**src/rtl/bus_transfer_ctrl.sv**
```systemverilog
// bus_transfer_ctrl
//   Consumer/controller for the 4-source common bus. Transfer commands
//   {src, dst} are queued in a small FIFO; for each one the bus select
//   lines are driven, one settle cycle is allowed, then the bus word is
//   captured into the addressed destination register.
//
// Ports
//   clk        system clock, rising edge
//   clr        synchronous active-high reset
//   cmd_valid  command present on cmd_src/cmd_dst
//   cmd_ready  FIFO can accept a command (low while clr is high)
//   cmd_src    bus source to select (0=a, 1=b, 2=c, 3=d)
//   cmd_dst    destination register index
//   s1, s0     registered bus select
//   bus_data   bus output word
//   r0..r3     destination registers
//   busy       transfer in progress or commands pending
//   done       one-cycle pulse after a destination register write
module bus_transfer_ctrl #(
  parameter int unsigned WIDTH = 4,
  parameter int unsigned DEPTH = 4
) (
  input  logic             clk,
  input  logic             clr,
  input  logic             cmd_valid,
  output logic             cmd_ready,
  input  logic [1:0]       cmd_src,
  input  logic [1:0]       cmd_dst,
  output logic             s1,
  output logic             s0,
  input  logic [WIDTH-1:0] bus_data,
  output logic [WIDTH-1:0] r0,
  output logic [WIDTH-1:0] r1,
  output logic [WIDTH-1:0] r2,
  output logic [WIDTH-1:0] r3,
  output logic             busy,
  output logic             done
);

  localparam int unsigned AW   = $clog2(DEPTH);
  localparam logic [AW:0] FULL = (AW+1)'(DEPTH);
  localparam logic [AW:0] ONE  = (AW+1)'(1);

  typedef enum logic [1:0] {IDLE, SELECT, LOAD} state_t;

  state_t           state;
  logic [3:0]       mem [DEPTH];
  logic [AW-1:0]    wptr;
  logic [AW-1:0]    rptr;
  logic [AW:0]      count;
  logic [1:0]       sel;
  logic [1:0]       dst;
  logic [WIDTH-1:0] regs [4];
  logic             push;
  logic             pop;
  logic [3:0]       head;

  assign cmd_ready = (count != FULL) && !clr;
  assign push      = cmd_valid && cmd_ready;
  // count is the registered value, so a command pushed on this edge is
  // never visible to the pop decision on the same edge.
  assign pop       = (count != '0) && ((state == IDLE) || (state == LOAD));
  assign head      = mem[rptr];
  assign busy      = (state != IDLE) || (count != '0);

  assign {s1, s0} = sel;
  assign r0 = regs[0];
  assign r1 = regs[1];
  assign r2 = regs[2];
  assign r3 = regs[3];

  // FIFO storage: no reset needed, push is already gated by clr.
  always_ff @(posedge clk) begin
    if (push)
      mem[wptr] <= {cmd_src, cmd_dst};
  end

  always_ff @(posedge clk) begin
    if (clr) begin
      wptr  <= '0;
      rptr  <= '0;
      count <= '0;
    end else begin
      if (push)
        wptr <= wptr + AW'(1);
      if (pop)
        rptr <= rptr + AW'(1);
      case ({push, pop})
        2'b10:   count <= count + ONE;
        2'b01:   count <= count - ONE;
        default: count <= count;
      endcase
    end
  end

  always_ff @(posedge clk) begin
    if (clr) begin
      state <= IDLE;
      sel   <= '0;
      dst   <= '0;
      done  <= 1'b0;
      for (int unsigned i = 0; i < 4; i++)
        regs[i] <= '0;
    end else begin
      done <= 1'b0;
      case (state)
        IDLE: begin
          if (pop) begin
            sel   <= head[3:2];
            dst   <= head[1:0];
            state <= SELECT;
          end
        end
        SELECT: state <= LOAD;
        LOAD: begin
          regs[dst] <= bus_data;
          done      <= 1'b1;
          if (pop) begin
            sel   <= head[3:2];
            dst   <= head[1:0];
            state <= SELECT;
          end else begin
            state <= IDLE;
          end
        end
        default: state <= IDLE;
      endcase
    end
  end

endmodule

```
**config.mk**
```make
export PLATFORM = sky130hd
export DESIGN_NAME = bus_transfer_ctrl
export DESIGN_NICKNAME = d
export VERILOG_FILES = /design/src/rtl/bus_transfer_ctrl.sv
export SDC_FILE = /design/constraint.sdc
export NUM_CORES = 1
export LEC_CHECK = 0
export ABC_AREA = 0
export BUFFER_PORTS_ARGS = -buffer_cell sky130_fd_sc_hd__buf_2
export CAP_MARGIN = 20
export CORE_MARGIN = 2
export CORE_UTILIZATION = 49
export DETAILED_ROUTE_END_ITERATION = 10
export GPL_TIMING_DRIVEN = 0
export PLACE_DENSITY = 0.74
export SLEW_MARGIN = 20
export SYNTH_ARGS = -nofsm -noshare
export SYNTH_HDL_FRONTEND = slang
export SYNTH_SLANG_ARGS = --single-unit
```
**constraint.sdc**
```tcl
create_clock -name clk -period 2.15 [get_ports clk]
set_clock_uncertainty 0.2 [all_clocks]
set_input_delay 0.1075 -clock clk [delete_from_list [all_inputs] [get_ports clk]]
set_output_delay 0.1075 -clock clk [all_outputs]
set_load 0.02 [all_outputs]
```
### Word-level counts from Yosys, hierarchy flattened

Memory sizes are Yosys's and may differ from the RTL's. A register that Yosys moved wholly into a read port is not among the register bits.
Index checks and enable logic that the tools add are counted.

| word-level totals | value |
|---|---|
| register bits | 10 |
| RAM bits | 32 |
| memories kept | 2 |

| cells by class | value |
|---|---|
| add/sub/neg operators | 4 |
| equal/unequal tests | 6 |
| muxes and demuxes | 14 |
| reduce and logical (&&, ||, !) cells | 13 |

Memory list:

| name | depth | bits a word | rd ports | clocked after memory_dff | write ports | line | text |
|---|---|---|---|---|---|---|---|
| mem | 4 | 4 | 1 | 1 | 1 | 47 | `logic [3:0] mem [DEPTH];` |
| regs | 4 | 4 | 4 | 0 | 4 | 53 | `logic [WIDTH-1:0] regs [4];` |

Operator list:

| cell | number |
|---|---|
| 1-bit two-way mux | 9 |
| 2-bit case mux with 3 select lines | 1 |
| 3-bit case mux with 2 select lines | 1 |
| 2-bit by 1-bit adder with 2-bit output (second input constant) | 2 |
| 2-bit by 1-bit == test with 1-bit output (second input constant) | 2 |
| 2-bit == test (second input constant) | 2 |
| 2-bit two-way mux | 2 |
| 4-bit two-way mux | 1 |
| 2-bit nonzero test | 2 |
| 4-bit OR reduction | 1 |
| 3-bit by 1-bit adder with 3-bit output (second input constant) | 1 |
| 1-bit logical AND | 3 |
| 3-bit inequality test (second input constant) | 1 |
| 3-bit nonzero test | 1 |
| 3-bit by 1-bit subtractor with 3-bit output (second input constant) | 1 |
| 2-bit zero test | 1 |
| 1-bit logical OR | 2 |
| 2-bit inequality test (second input constant) | 1 |
| 2-bit AND reduction | 1 |
| 2-bit OR reduction | 1 |
| 1-bit zero test | 1 |

### Logic depth before layout (Yosys ltp)

Gate-level depths: netlist of the first run.

| logic depth | value |
|---|---|
| depth in word-level cells | 6 |
| depth in mapped cells | 8 |
| mapped depth without buffers | 8 |

### Worst setup path before layout of the first run

Ideal clock, no wire load.

| timing | value |
|---|---|
| kind | register to register |
| start point | reg count[0] |
| end point | reg count[2] |
| library setup time | 0.070 ns |
| data arrival time | 2.039 ns |
| required time | 1.880 ns |
| path slack | -0.160 ns |
| cell stages (with the launch flop) | 8 |
| buffers on the path | 0 |
| clock period less this slack | 2.310 ns |
| path through | dfxtp_1 -> nor3_1 -> nor2_1 -> ha_1 -> fa_1 -> xnor2_1 -> or3_1 -> a21oi_1 |

| on the way | value |
|---|---|
| elaborated cells between the ends (all ways) | 11 |

RTL lines:

| what | line | text |
|---|---|---|
| from (decl) | 50 | `logic [AW:0] count;` |
| from (signal assigned) | 89 | `2'b10: count <= count + ONE;` |
| from (signal assigned) | 90 | `2'b01: count <= count - ONE;` |
| from (signal assigned) | 91 | `default: count <= count;` |
| 3-bit nonzero test (*) | 62 | `assign pop = (count != '0) && ((state == IDLE) \|\| (state == LOAD));` |
| 1-bit logical AND (*) | 62 |  |
| named net pop | 55 | `logic pop;` |
| 2-bit by 1-bit == test with 1-bit output / 2-bit == test (equally long branches) | 88 | `case ({push, pop})` |
| 3-bit case mux with 2 select lines / 2-bit nonzero test (equally long branches) | -- |  |

The timed path passes the listed nets; every way through them passes the cells marked *.
A chain may end at the register's enable or synchronous reset.

### Worst setup path after layout of the first run

| timing | value |
|---|---|
| start point | reg count[2] |
| end point | reg count[2] |

| on the way | value |
|---|---|
| cells in the longest elaborated chain, start to end | 5 |
| elaborated cells between the ends (all ways) | 11 |

Ends and longest elaborated chain:

| what | line | text |
|---|---|---|
| 3-bit inequality test | 58 | `assign cmd_ready = (count != FULL) && !clr;` |
| 1-bit logical AND | 58 |  |
| 1-bit logical AND | 59 | `assign push = cmd_valid && cmd_ready;` |
| 2-bit by 1-bit == test with 1-bit output / 2-bit == test (equally long branches) | 88 |  |
| 3-bit case mux with 2 select lines / 2-bit nonzero test (equally long branches) | -- |  |

Several ways; a longest one is shown, not always the timed one.

==> results of run 1 <==
## registers in the layout, indices dropped and copies added, names as in the netlist
name / count
rptr: 2
done: 1
wptr: 2
regs: 16
mem: 16
count: 3
sel: 2
dst: 2
state: 2
## through the flow
step                utilization  setup slack [ns]  total power [uW]
finish                    0.637           -0.0307              2510
global route              0.637            -0.125              2670
CTS                       0.635           -0.0354              2520
detailed placement        0.583            -0.204              2000
global placement          0.583            -0.119              1950
floorplan                     -           -0.0215              1790
## metal layers
layer | vias to the layer above | share of wire
li1 | 582 | -
met3 | 7 | 0.049
met4 | 0 | 0.017
met5 | - | 0
met2 | 27 | 0.53
met1 | 554 | 0.40
## worst paths after layout
check / end / slack [ns] / cells after the start
worst max register to register: count[2]$_SDFFE_PP0P_ / -0.03 / 8
worst min register to register: sel[1]$_SDFFE_PP0P_ / 0.30 / 2
worst max-delay path: count[2]$_SDFFE_PP0P_ / -0.03 / 8
worst min-delay path: state[0]$_SDFFE_PP0P_ / 0.09 / 3
## cell type report
type	instances	area (um^2)
multi-input cells	78	643
flip-flops and latches	46	1250
repair buffers	42	260
plain buffers	5	32.5
fillers	287	1340
inverters	6	22.5
well taps	48	60.1
clock buffers	5	68.8
clock inverters	3	16.3
## synthesized netlist by cell type, drive strengths merged
cell	n
edfxtp	32
and2	20
dfxtp	14
nor2	7
a21oi	6
inv	6
o21ai	6
buf	5
ha	5
mux4	4
nand3	4
or3	4
nor3	3
nor3b	3
or2	3
mux2i	2
a311oi	1
a31o	1
a41o	1
and3b	1
and4	1
and4b	1
fa	1
mux2	1
nand2	1
xnor2	1
xor2	1
## timing repair
item	CTS	global route
pin swaps	2	1
setup endpoints to repair	1	1
setup buffers	1	1
gates resized for setup	2	0
hold buffers	9	0
hold endpoints to repair	33	0
## layout by cell type, fill, tap and decap left out, types with 2 or more instances in the layout
master / count
sky130_fd_sc_hd__mux4_2: 4
sky130_fd_sc_hd__mux2i_1: 2
sky130_fd_sc_hd__inv_1: 6
sky130_fd_sc_hd__dfxtp_2: 2
sky130_fd_sc_hd__nor3b_4: 2
sky130_fd_sc_hd__nor2_1: 7
sky130_fd_sc_hd__clkbuf_8: 5
sky130_fd_sc_hd__a21oi_1: 6
sky130_fd_sc_hd__o21ai_0: 6
sky130_fd_sc_hd__nand3_1: 4
sky130_fd_sc_hd__buf_4: 3
sky130_fd_sc_hd__buf_2: 33
sky130_fd_sc_hd__nor3_1: 2
sky130_fd_sc_hd__dlygate4sd3_1: 9
sky130_fd_sc_hd__edfxtp_1: 32
sky130_fd_sc_hd__or2_1: 2
sky130_fd_sc_hd__dfxtp_1: 11
sky130_fd_sc_hd__and2_1: 20
sky130_fd_sc_hd__ha_1: 4
sky130_fd_sc_hd__or3_1: 4
## worst max-delay path, stage by stage, from the launching register on
cell and delay, ns:
sky130_fd_sc_hd__dfxtp_2 0.35, sky130_fd_sc_hd__nor3b_4 0.16, sky130_fd_sc_hd__nor3b_4 0.20, sky130_fd_sc_hd__inv_1 0.07, sky130_fd_sc_hd__ha_2 0.21, sky130_fd_sc_hd__fa_2 0.36, sky130_fd_sc_hd__xnor2_1 0.13, sky130_fd_sc_hd__or3_1 0.30
sky130_fd_sc_hd__a21oi_1 0.13
## cell families (layout without fill, tap and decap cells)
group | Yosys count | count (layout) | synth area share
xor+xnor | 2 | 2 | 0.00919
fa+ha+maj | 6 | 6 | 0.0433
simple gates | 48 | 48 | 0.154
buf+inv | 11 | 61 | 0.0289
flops | 46 | 46 | 0.651
compound gates | 15 | 15 | 0.0492
mux | 7 | 7 | 0.0637
## power breakdown
part           switching, uW  internal, uW  leakage [uW]  total, uW
clock network            272           222     0.0000416        495
registers                115          1090      0.000427       1200
logic                    429           383      0.000469        811
==> results by stage, run 1 <==
Placed design:
- After detailed placement, the total cell area comes to 0.00215 mm^2.
- The global placement routability congestion is roughly 0.76.
- During placement, the flow inserted port buffers numbering 31.
- The number of instances in the placed design is 214.

Detailed routing:
- The detail route stage leaves a number of antenna-violating nets equal to 0.
- After detailed routing, the average wire length per cell comes to 13.5 um.
- The number of vias after detailed routing is between 1k and 1.5k.
- The detail-routed via count per cell is 5.02.
- After detailed routing, the number of remaining DRC violations is 0.
- The starting DRC count in detailed routing is 60.
- The total wire length is around 3200 um.
- The number of iterations in the first detailed-routing pass is 4.

Setup path:
- In this run the worst path has a maximum fanout of 5.
- The critical path starts at count[2]$_SDFFE_PP0P_.
- STA classifies the critical path startpoint as a flop.
- STA puts the critical path data required time at 2.17 ns.
- The sort of element at the end of the critical path is a flop.
- The source of the worst register-to-register timing path is count[2]$_SDFFE_PP0P_.
- By startpoint and endpoint, the worst setup path is classified as flop to flop.
- At the worst endpoint, the arrival time is 2.20 ns.

Clock tree:
- The CTS sink count is 46.
- The level count of the clock H-tree is 2.
- The buffer type at the clock tree root is sky130_fd_sc_hd__clkbuf_8.
- For the worst-skew pair, the clock arrives at the later sink with an insertion delay of 0.29 ns.
- The clock transition at the registers of the reported paths is roughly 0.080 ns.
- Counting along the longest clock path gives a buffer depth of 2.
- TritonCTS built the clock tree.
- The number of clock buffers inserted by TritonCTS is 5.

Status:
- The checks that failed: setup timing.
- The run finished, with violations left.

Yosys:
- Yosys attributes the largest share of cell area to sky130_fd_sc_hd__edfxtp_1 (50%), sky130_fd_sc_hd__dfxtp_1 (15%), sky130_fd_sc_hd__and2_1 (6.6%).
- In the synthesized netlist, the number of instances is roughly 140.
- The synthesized netlist occupies a cell area of 0.00191 mm^2.
- The number of synthesized register bits is 46.
- The number of distinct standard cells referenced by the synthesized netlist is 32.
- The synthesized design spends more area on one cell type than any other, namely sky130_fd_sc_hd__edfxtp_1.
- Averaged over all synthesized cells, the footprint is 14.1 um^2.
- The register area share after synthesis is 0.651.
- The synthesized netlist net count is 152.
- The count of synthesis-stage warnings from yosys is 0.
- Of the post-synthesis cell area, the dominant cell type holds 0.504.

Timing:
- After layout, the worst setup slack is -0.0307 ns.
- Setup repair after global routing could not meet its margin everywhere.
- The period utilization is 1.01.
- The final-report hold violation count is 0.
- Measured against its own limit, the worst slew margin works out to 0.706.
- The max-slew violation total from the final report is 0.
- Final hold analysis gives a worst-case slack of 0.0925 ns.
- The time the worst path needs with I/O delays and setup is 2.18 ns.
- After routing, the total negative slack on setup checks comes to -0.0307 ns.
- For the pin with the worst max-slew slack, the measured transition is 0.441 ns.
- The fmax is about 460 MHz.
- Setup violations remaining at the end of the flow were counted as 1.

GRT:
- The residual overflow from global routing is 0.
- For this run, global-route usage on met2 was measured as 0.294.
- The met1 layer usage reported by global route is 0.176.
- The first global-routing pass estimated 5210 um of wire.
- The combined global-route utilization of all metal layers is 0.164.
- The number of antenna violations at the first check in global routing is 0.
- The most heavily used metal layer in global routing is met2.
- The via count of the first global-routing pass came to 1213.
- The met3 demand-to-capacity share in global routing is 0.0562.
- Entering global routing, the biggest net connects 15 pins.

Flow run:
- The tool flagged a number of max-cap violations equal to 0.

Floorplanning:
- The number of top-level pins is 32.
- The height of the die is 66.4 um.
- In this run the core area contains 22 standard-cell rows.
- The initial standard-cell utilization of the core is 0.517.
- The die extent in x is 66.4 um.
- The die area is roughly 0.0044 mm^2.
- The region available for standard cell placement spans 0.00369 mm^2.

Final layout:
- The area added between synthesis and finish is 23.4%.
- The number of inserted diodes is 0.
- The number of standard cells in the final layout excluding fillers is 233.
- The fraction of layout instances using a drive strength above 1 is 0.324.
- The final design instance area without fill is 0.00235 mm^2.
- At the end of the flow, the number of nets in the layout was 201.

Worst hold path:
- The worst min-delay path startpoint is clr.
- The path category of the worst min-delay check is primary input to flop.

Power:
- The total power density per cell area is 1070 mW/mm^2.
- The worst voltage drop across the vdd grid is 0.537 mV.
- The leakage power of the design is 0.000937 uW.
(Power assumes the default switching activity.)
==> run 2, diff against run 1 <==
--- a/config.mk
+++ b/config.mk
@@ -8,11 +8,13 @@
 export ABC_AREA = 0
 export BUFFER_PORTS_ARGS = -buffer_cell sky130_fd_sc_hd__buf_2
 export CAP_MARGIN = 20
+export CELL_PAD_IN_SITES_DETAIL_PLACEMENT = 1
+export CELL_PAD_IN_SITES_GLOBAL_PLACEMENT = 2
 export CORE_MARGIN = 2
-export CORE_UTILIZATION = 49
+export CORE_UTILIZATION = 34
 export DETAILED_ROUTE_END_ITERATION = 10
 export GPL_TIMING_DRIVEN = 0
-export PLACE_DENSITY = 0.74
+export PLACE_DENSITY_LB_ADDON = 0.1
 export SLEW_MARGIN = 20
 export SYNTH_ARGS = -nofsm -noshare
 export SYNTH_HDL_FRONTEND = slang
==> run 2 against run 1 <==
Compared with the run above: the flow still finishes with violations (setup timing); sequential power about the same; non-clock buffer count unchanged; hold slack gained 0.0079 ns; cell count rose by 10%; largest power group unchanged.
==> results by stage, run 2 (same netlist as run 1, synthesis figures left out) <==
Status:
- The run finished, with violations left.
- The checks that failed: setup timing.

Clock tree:
- In this run, CTS created clock tree buffers numbering 5.
- The tree is rooted in a sky130_fd_sc_hd__clkbuf_8.
- The CTS sink count is 46.
- The insertion delay of the later-clocked pin in the worst-skew pair is 0.30 ns.
- The CTS tree is done.
- The clock transition at the registers of the reported paths is ~0.080 ns.
- The maximum buffer depth of the clock tree is 2.
- In this run the number of H-tree levels came out at 2.

Power:
- Dividing total power by cell area gives a power density of between 1000 and 1500 mW/mm^2.
- The worst voltage drop across the vdd grid is 0.480 mV.
- Summed over all cells, the static leakage comes to between 0.0009 and 0.001 uW.

Final layout:
- The final layout contains around 200 nets.
- The number of inserted diodes is 0.
- The leading cell type in the layout, fill and taps excluded is sky130_fd_sc_hd__buf_2.
- The final design instance area without fill is 0.00238 mm^2.
- The share of the core filled with cells is 0.436.
- Of the cells placed in the final design, the portion with a size suffix greater than 1 is 0.330.
- The area added between synthesis and finish is 25.1%.
- The library cells used most frequently in the layout, excluding fill and tap cells, are sky130_fd_sc_hd__buf_2 (33), sky130_fd_sc_hd__edfxtp_1 (32), sky130_fd_sc_hd__and2_1 (20).
- In the final layout, the registers with the most flip-flops are mem x16, regs x16, count x3.

GRT:
- The pin count of the biggest net entering global routing is 15.
- The number of antenna violations at the first check in global routing is 0.
- The first global-routing pass estimated about 5900 um of wire.
- The residual overflow from global routing is 0.
- The via count of the first global-routing pass is 1249.
- Across every metal layer, demand over resource in global routing totals 0.125.

Worst hold path:
- The worst min-delay path startpoint is clr.
- The path category of the worst min-delay check is primary input to flop.
- The worst hold path was traced through 3 stages.
- For hold timing, the worst endpoint is state[0]$_SDFFE_PP0P_.

Detailed routing:
- In this run the remaining antenna-violating nets after routing total 0.
- The detailed router placed 1196 vias in this run.
- The average routed wire per standard cell is 13.8 um.
- The first detailed-routing pass ran for 3 iterations.
- Dividing the detail-routed via count by the number of cells gives 4.65.
- The number of design rule violations left after detail routing is 0.
- After the first detailed-routing iteration, the DRC count stood at 27.
- The total wire length is 3550 um.

Timing:
- Setup repair after global routing could not meet its margin everywhere.
- The max-slew violation total from the final report came to 0.
- After layout, the worst setup slack is -0.0939 ns.
- Static timing analysis puts the maximum clock frequency at 446 MHz.
- The transition time at the pin with the least slew margin is between 0.4 and 0.5 ns.
- The final-report hold violation count is 0.
- In the finished design, the share of the clock period the worst path needs comes to 1.04.
- Setup violations remaining at the end of the flow were counted as 1.
- The worst pin sits at a relative slew slack of 0.672.
- The time the worst path needs with I/O delays and setup is about 2.2 ns.

Placed design:
- At the end of routability-driven placement, the weighted congestion stood at 0.695.
- Buffers placed on the I/O ports in this run total 31.
- Once detailed placement completed, the half-perimeter wirelength came to 2670 um.
- After detailed placement, the total cell area comes to 0.00218 mm^2.

Flow run:
- The count of max-cap constraint violations is 0.

Floorplanning:
- The placeable core area is 0.00547 mm^2.
- The die area is 0.00622 mm^2.
- The initial utilization of the core area, before any placement, comes to 0.348.
- The number of top-level pins is 32.
- The height of the die is 78.9 um.
- In this run the horizontal extent of the chip is 78.9 um.
- The total number of placement rows is 27.

Setup path:
- The worst register-to-register path begins at count[2]$_SDFFE_PP0P_.
- Along the worst path, the maximum fanout reaches 5.
- The slowest stage of the critical path belongs to the cell sky130_fd_sc_hd__fa_2.
- Walking the worst path, the cells encountered are nor3b_4 -> nor3b_4 -> inv_1 -> ha_2 -> fa_2 -> xnor2_1 -> or3_1 -> a21oi_2.
- The critical path data required time is 2.18 ns.
- The flop-to-flop setup slack is -0.09 ns.
- In this run the critical register-to-register path is captured at count[2]$_SDFFE_PP0P_.
- The start-to-end type of the worst setup path is flop to flop.
- The worst setup path is captured at a flop.
- The kind of start point of the critical path is a flop.
- The delay of the slowest cell on the worst path is around 0.37 ns.
- The arrival time at the worst endpoint is about 2.3 ns.
- The cell that appears most often on the critical path is sky130_fd_sc_hd__nor3b_4.
- The worst register-to-register path has a depth of 8.
## run 2: cell types whose count changed in the layout (fill, tap and decap cells not counted)
cell / change
sky130_fd_sc_hd__a21oi_1: -1
sky130_fd_sc_hd__a21oi_2: +1
## run 2: through the flow
step / power [uW] / std cells / TNS (ns) / hold slack (ns) / setup slack, ns
after global placement: 1970 / 238 / -0.186 / 0.121 / -0.186
after floorplan: 1790 / 135 / -0.0215 / -0.00153 / -0.0215
final: 2540 / 257 / -0.0939 / 0.100 / -0.0939
after detailed placement: 2020 / 238 / -0.306 / 0.131 / -0.302
after CTS: 2590 / 257 / -0.117 / 0.0970 / -0.117
after global routing: 2740 / 257 / -0.217 / 0.122 / -0.217
## run 2: critical path: cells and delay by family, from the launching register on
family	cells	cell delay, ns
DFF	1	0.36
AOI/OAI and AO/OA	1	0.13
xor gates and xnor gates	1	0.14
adders and majority gates	2	0.58
buffers and inverters	1	0.07
and+or+nand+nor	3	0.70
## run 2: repair_timing
item / 4_1_cts / 5_1_grt
endpoints found under the setup margin: 2 / 1
pin swaps: 2 / 0
gates resized for setup: 2 / 1
cloned: 0 / 0
buffers inserted: 2 / 0
hold endpoints to repair: 33 / 0
hold buffers: 9 / 0
## run 2: report_power, final
group          internal (uW)  total (uW)  leakage, uW  switching, uW
Sequential              1090        1200     0.000427            115
Combinational            389         835     0.000469            446
Clock                    223         506    0.0000416            284
Total                   1700        2540     0.000937            845
## run 2: cell type report
cell class,instances,area [um^2]
clock buffers,5,68.8
repair buffers,42,260
well taps,72,90.1
plain buffers,5,32.5
clock inverters,3,16.3
inverters,6,22.5
fillers,588,3090
multi-input cells,78,647
flip-flops and latches,46,1250
## run 2: worst max path at each step
stage,start,to,slack (ns),cells past startpoint
finish,count[2]$_SDFFE_PP0P_,count[2]$_SDFFE_PP0P_,-0.09,8
floorplan,count[2]$_SDFFE_PP0P_,count[2]$_SDFFE_PP0P_,-0.02,8
global route,count[2]$_SDFFE_PP0P_,count[2]$_SDFFE_PP0P_,-0.22,8
global placement,count[0]$_SDFFE_PP0P_,count[2]$_SDFFE_PP0P_,-0.19,7
detailed placement,count[0]$_SDFFE_PP0P_,count[2]$_SDFFE_PP0P_,-0.30,7
CTS,count[2]$_SDFFE_PP0P_,count[2]$_SDFFE_PP0P_,-0.12,8
## run 2: metal layers
metal  share of wire  wire [um]  vias up  GRT usage
met1            0.40       1420      575      0.133
met2            0.53       1890       33      0.233
li1                -          -      579          -
met5               0          0        -          0
met4           0.021         76        0     0.0517
met3           0.046        162        9     0.0341
==> run 3, diff against run 2 <==
==> constraint.sdc (replaced) <==
create_clock -name clk -period 2.15 [get_ports clk]
set_clock_uncertainty 0.2 [all_clocks]
set_input_delay 0.215 -clock clk [delete_from_list [all_inputs] [get_ports clk]]
set_output_delay 0.215 -clock clk [all_outputs]
set_load 0.02 [all_outputs]
==> run 3 against run 2 <==
Compared with the run above: the run still ends with setup timing left; maximum frequency is 0.54% higher; flip-flop and latch count is the same; register-to-register slack is essentially flat; critical endpoint unchanged; wire length up 0.99%; power up 5.0%.
==> results by stage, run 3 (same netlist as run 1, synthesis figures left out) <==
Placed design:
- Routability-driven placement finished with a final weighted congestion of 0.695.
- The count of port buffers added during placement is 31.
- After detailed placement, the design holds a cell count of 238.
- The half-perimeter wire length after detailed placement is roughly 2700 um.
- The placed instances occupy a cell area of 0.00218 mm^2.

Clock tree:
- Clock-pin slew was measured on the worst setup and hold paths at 0.08 ns.
- The number of clock buffers inserted by TritonCTS is 5.
- Clock tree synthesis selected as its root buffer the cell sky130_fd_sc_hd__clkbuf_8.
- The CTS sink count is 46.
- The CTS tree is done.
- The maximum buffer depth of the clock tree is 2.
- For the worst-skew pair, the clock arrives at the later sink with an insertion delay of 0.29 ns.
- The level count of the clock H-tree is 2.

Setup path:
- Walking the worst path, the cells encountered are nor3b_4 -> nor3b_4 -> inv_1 -> ha_2 -> fa_2 -> xnor2_1 -> or3_1 -> a21oi_2.
- The source of the worst register-to-register timing path is count[2]$_SDFFE_PP0P_.
- The largest delay contributor family on the critical path is simple AND/OR/NAND/NOR gates.
- The depth of the most critical reg-to-reg path is 8.
- The critical path data required time is 2.18 ns.
- In this run the critical register-to-register path is captured at count[2]$_SDFFE_PP0P_.
- The number of buffers and inverters on the critical path is 1.
- STA classifies the critical path startpoint as a flop.
- The delay of the slowest cell on the worst path is between 0.3 and 0.4 ns.
- The critical path is of the flop to flop type.
- The maximum fanout count along the critical path is 5.
- The cell at the slowest stage of the critical path is sky130_fd_sc_hd__fa_2.
- Data on the critical path arrives at its endpoint at between 2 and 2.5 ns.
- The worst setup path is captured at a flop.
- Counting stages on the worst path, the most repeated cell is sky130_fd_sc_hd__nor3b_4.
- The flop-to-flop setup slack is -0.08 ns.

Detailed routing:
- The number of iterations in the first detailed-routing pass is 3.
- Dividing the detail-routed via count by the number of cells gives 4.72.
- The number of vias after detailed routing is about 1.2k.
- The number of design rule violations left after detail routing is 0.
- After detailed routing, the total wire length is about 3600 um.
- For this block, the initial DRC count from the detailed router was 29.
- After detailed routing, the average wire length per cell comes to around 14 um.
- In this run the remaining antenna-violating nets after routing total 0.

Floorplanning:
- The die is 78.9 um wide.
- The total number of placement rows is 27.
- Pin placement for this block handled 32 I/O pins.
- The initial standard-cell utilization of the core is 0.348.
- The die covers around 0.0062 mm^2.
- The floorplan step set the die height to 78.9 um.
- The core region is about 0.0055 mm^2.

Power:
- Summed over all cells, the static leakage comes to between 0.0009 and 0.001 uW.
- Power spread over the standard cell area amounts to 1110 mW/mm^2.
- The switching power is between 800 and 900 uW.
- The fraction of power spent switching nets is 0.325.
- The completed layout was analyzed and its total power is ~2700 uW.
- The share of total power dissipated in sequential elements is 0.448.
- The clock share of power is 0.189.
- The total internal power is ~1800 uW.
- The part of the power in combinational logic is 0.364.
- The worst voltage drop across the vdd grid is 0.484 mV.

Timing:
- At the pin with the least slew margin, the transition time is 0.481 ns.
- Timing would allow up to around 450 MHz.
- The max-slew violation total from the final report is 0.
- Setup violations remaining at the end of the flow were counted as 2.
- In the finished design, the share of the clock period the worst path needs comes to 1.04.
- In the final timing run, aggregate negative setup slack is -0.133 ns.
- The smallest hold slack is 0.0569 ns.
- The final-report hold violation count came to 0.
- Subtracting the final worst setup slack from the clock period gives 2.23 ns.
- Setup repair after global routing could not meet its margin everywhere.
- The headroom to the max-slew limit is 0.679.
- The least setup slack across all paths after layout is -0.0818 ns.

Final layout:
- In the final layout, the registers with the most flip-flops are mem x16, regs x16, count x3.
- The number of standard cells in the final layout excluding fillers is ~260.
- The final-layout fill cell count is 591.
- The number of inserted diodes is 0.
- Of the cells placed in the final design, the portion with a size suffix greater than 1 is 0.360.
- The area added between synthesis and finish is 25.9%.
- The final design instance area without fill is approximately 0.0024 mm^2.
- In the final layout, flip-flops and latches occupy roughly 0.0012 mm^2.
- In the layout the commonest cells are sky130_fd_sc_hd__edfxtp_1 (32), sky130_fd_sc_hd__buf_2 (31), sky130_fd_sc_hd__and2_1 (20).
- The leading cell type in the layout, fill and taps excluded is sky130_fd_sc_hd__edfxtp_1.
- The total area of multi-input combinational cells is 652 um^2.
- The final net count is 202.

GRT:
- The via count of the first global-routing pass is 1234.
- The number of antenna violations at the first check in global routing is 0.
- The combined global-route utilization of all metal layers is 0.125.
- After global routing the overflow that remains totals 0.
- Entering global routing, the biggest net connects 15 pins.
- The first global-routing pass estimated between 5000 and 6000 um of wire.

Worst hold path:
- The worst min-delay path startpoint is bus_data[0].
- The destination of the worst hold path is regs[0][0]$_SDFFCE_PN0P_.
- The worst hold path belongs to the class primary input to flop.
- The number of stages on the worst hold path is 2.

Status:
- The final reports fail on setup timing.
- The flow ran to the end, but the final reports show violations.

Flow run:
- Max-cap violations in this run came to 0.
run 3: how the worst max path moves through the flow:
stage	from	end	slack, ns	cells after the start
after floorplan	count[2]$_SDFFE_PP0P_	count[2]$_SDFFE_PP0P_	-0.02	8
after global placement	count[0]$_SDFFE_PP0P_	count[2]$_SDFFE_PP0P_	-0.19	7
after detailed placement	count[0]$_SDFFE_PP0P_	count[2]$_SDFFE_PP0P_	-0.30	7
after CTS	count[2]$_SDFFE_PP0P_	count[2]$_SDFFE_PP0P_	-0.12	8
after global routing	count[2]$_SDFFE_PP0P_	count[2]$_SDFFE_PP0P_	-0.22	8
final	count[2]$_SDFFE_PP0P_	count[2]$_SDFFE_PP0P_	-0.08	8
run 3: worst register-to-register path: stages, from the launching register on:
cell and delay [ns]:
sky130_fd_sc_hd__dfxtp_2 0.35, sky130_fd_sc_hd__nor3b_4 0.16, sky130_fd_sc_hd__nor3b_4 0.20, sky130_fd_sc_hd__inv_1 0.07, sky130_fd_sc_hd__ha_2 0.21, sky130_fd_sc_hd__fa_2 0.37
sky130_fd_sc_hd__xnor2_1 0.14, sky130_fd_sc_hd__or3_1 0.34, sky130_fd_sc_hd__a21oi_2 0.13
run 3: per-stage QoR:
step / utilization / worst slack [ns]
finish: 0.439 / -0.0818
global route: 0.439 / -0.217
CTS: 0.428 / -0.117
detailed placement: 0.399 / -0.302
global placement: 0.399 / -0.186
floorplan: - / -0.0215
run 3: area by class of cell:
class                           count  area share
Timing Repair Buffer               43       0.110
Tap cell                           72      0.0375
Clock buffer                        5      0.0287
Multi-Input combinational cell     78       0.272
Buffer                              5      0.0162
Sequential cell                    46       0.520
Clock inverter                      3     0.00678
Inverter                            6     0.00938
run 3: what timing repair did:
action,CTS,global route
endpoints found under the setup margin,2,2
buffers inserted,2,5
pin swaps,2,0
hold buffers,5,0
resized for setup,2,7
endpoints found under the hold margin,17,0
run 3: per-layer routing:
| layer | track usage | vias up | wire length (um) |
|---|---|---|---|
| li1 | - | 583 | - |
| met1 | 0.133 | 590 | 1430 |
| met2 | 0.231 | 36 | 1890 |
| met3 | 0.0364 | 10 | 189 |
| met4 | 0.0517 | 0 | 77 |
| met5 | 0 | - | 0 |
run 3: power groups by stage:
stage          clock (uW)  sequential, uW  combinational [uW]
2_1_floorplan           0            1240                 554
3_3_place_gp            0            1210                 767
3_5_place_dp            0            1220                 803
4_1_cts               533            1200                 846
5_1_grt               570            1220                1090
6_report              504            1200                 972
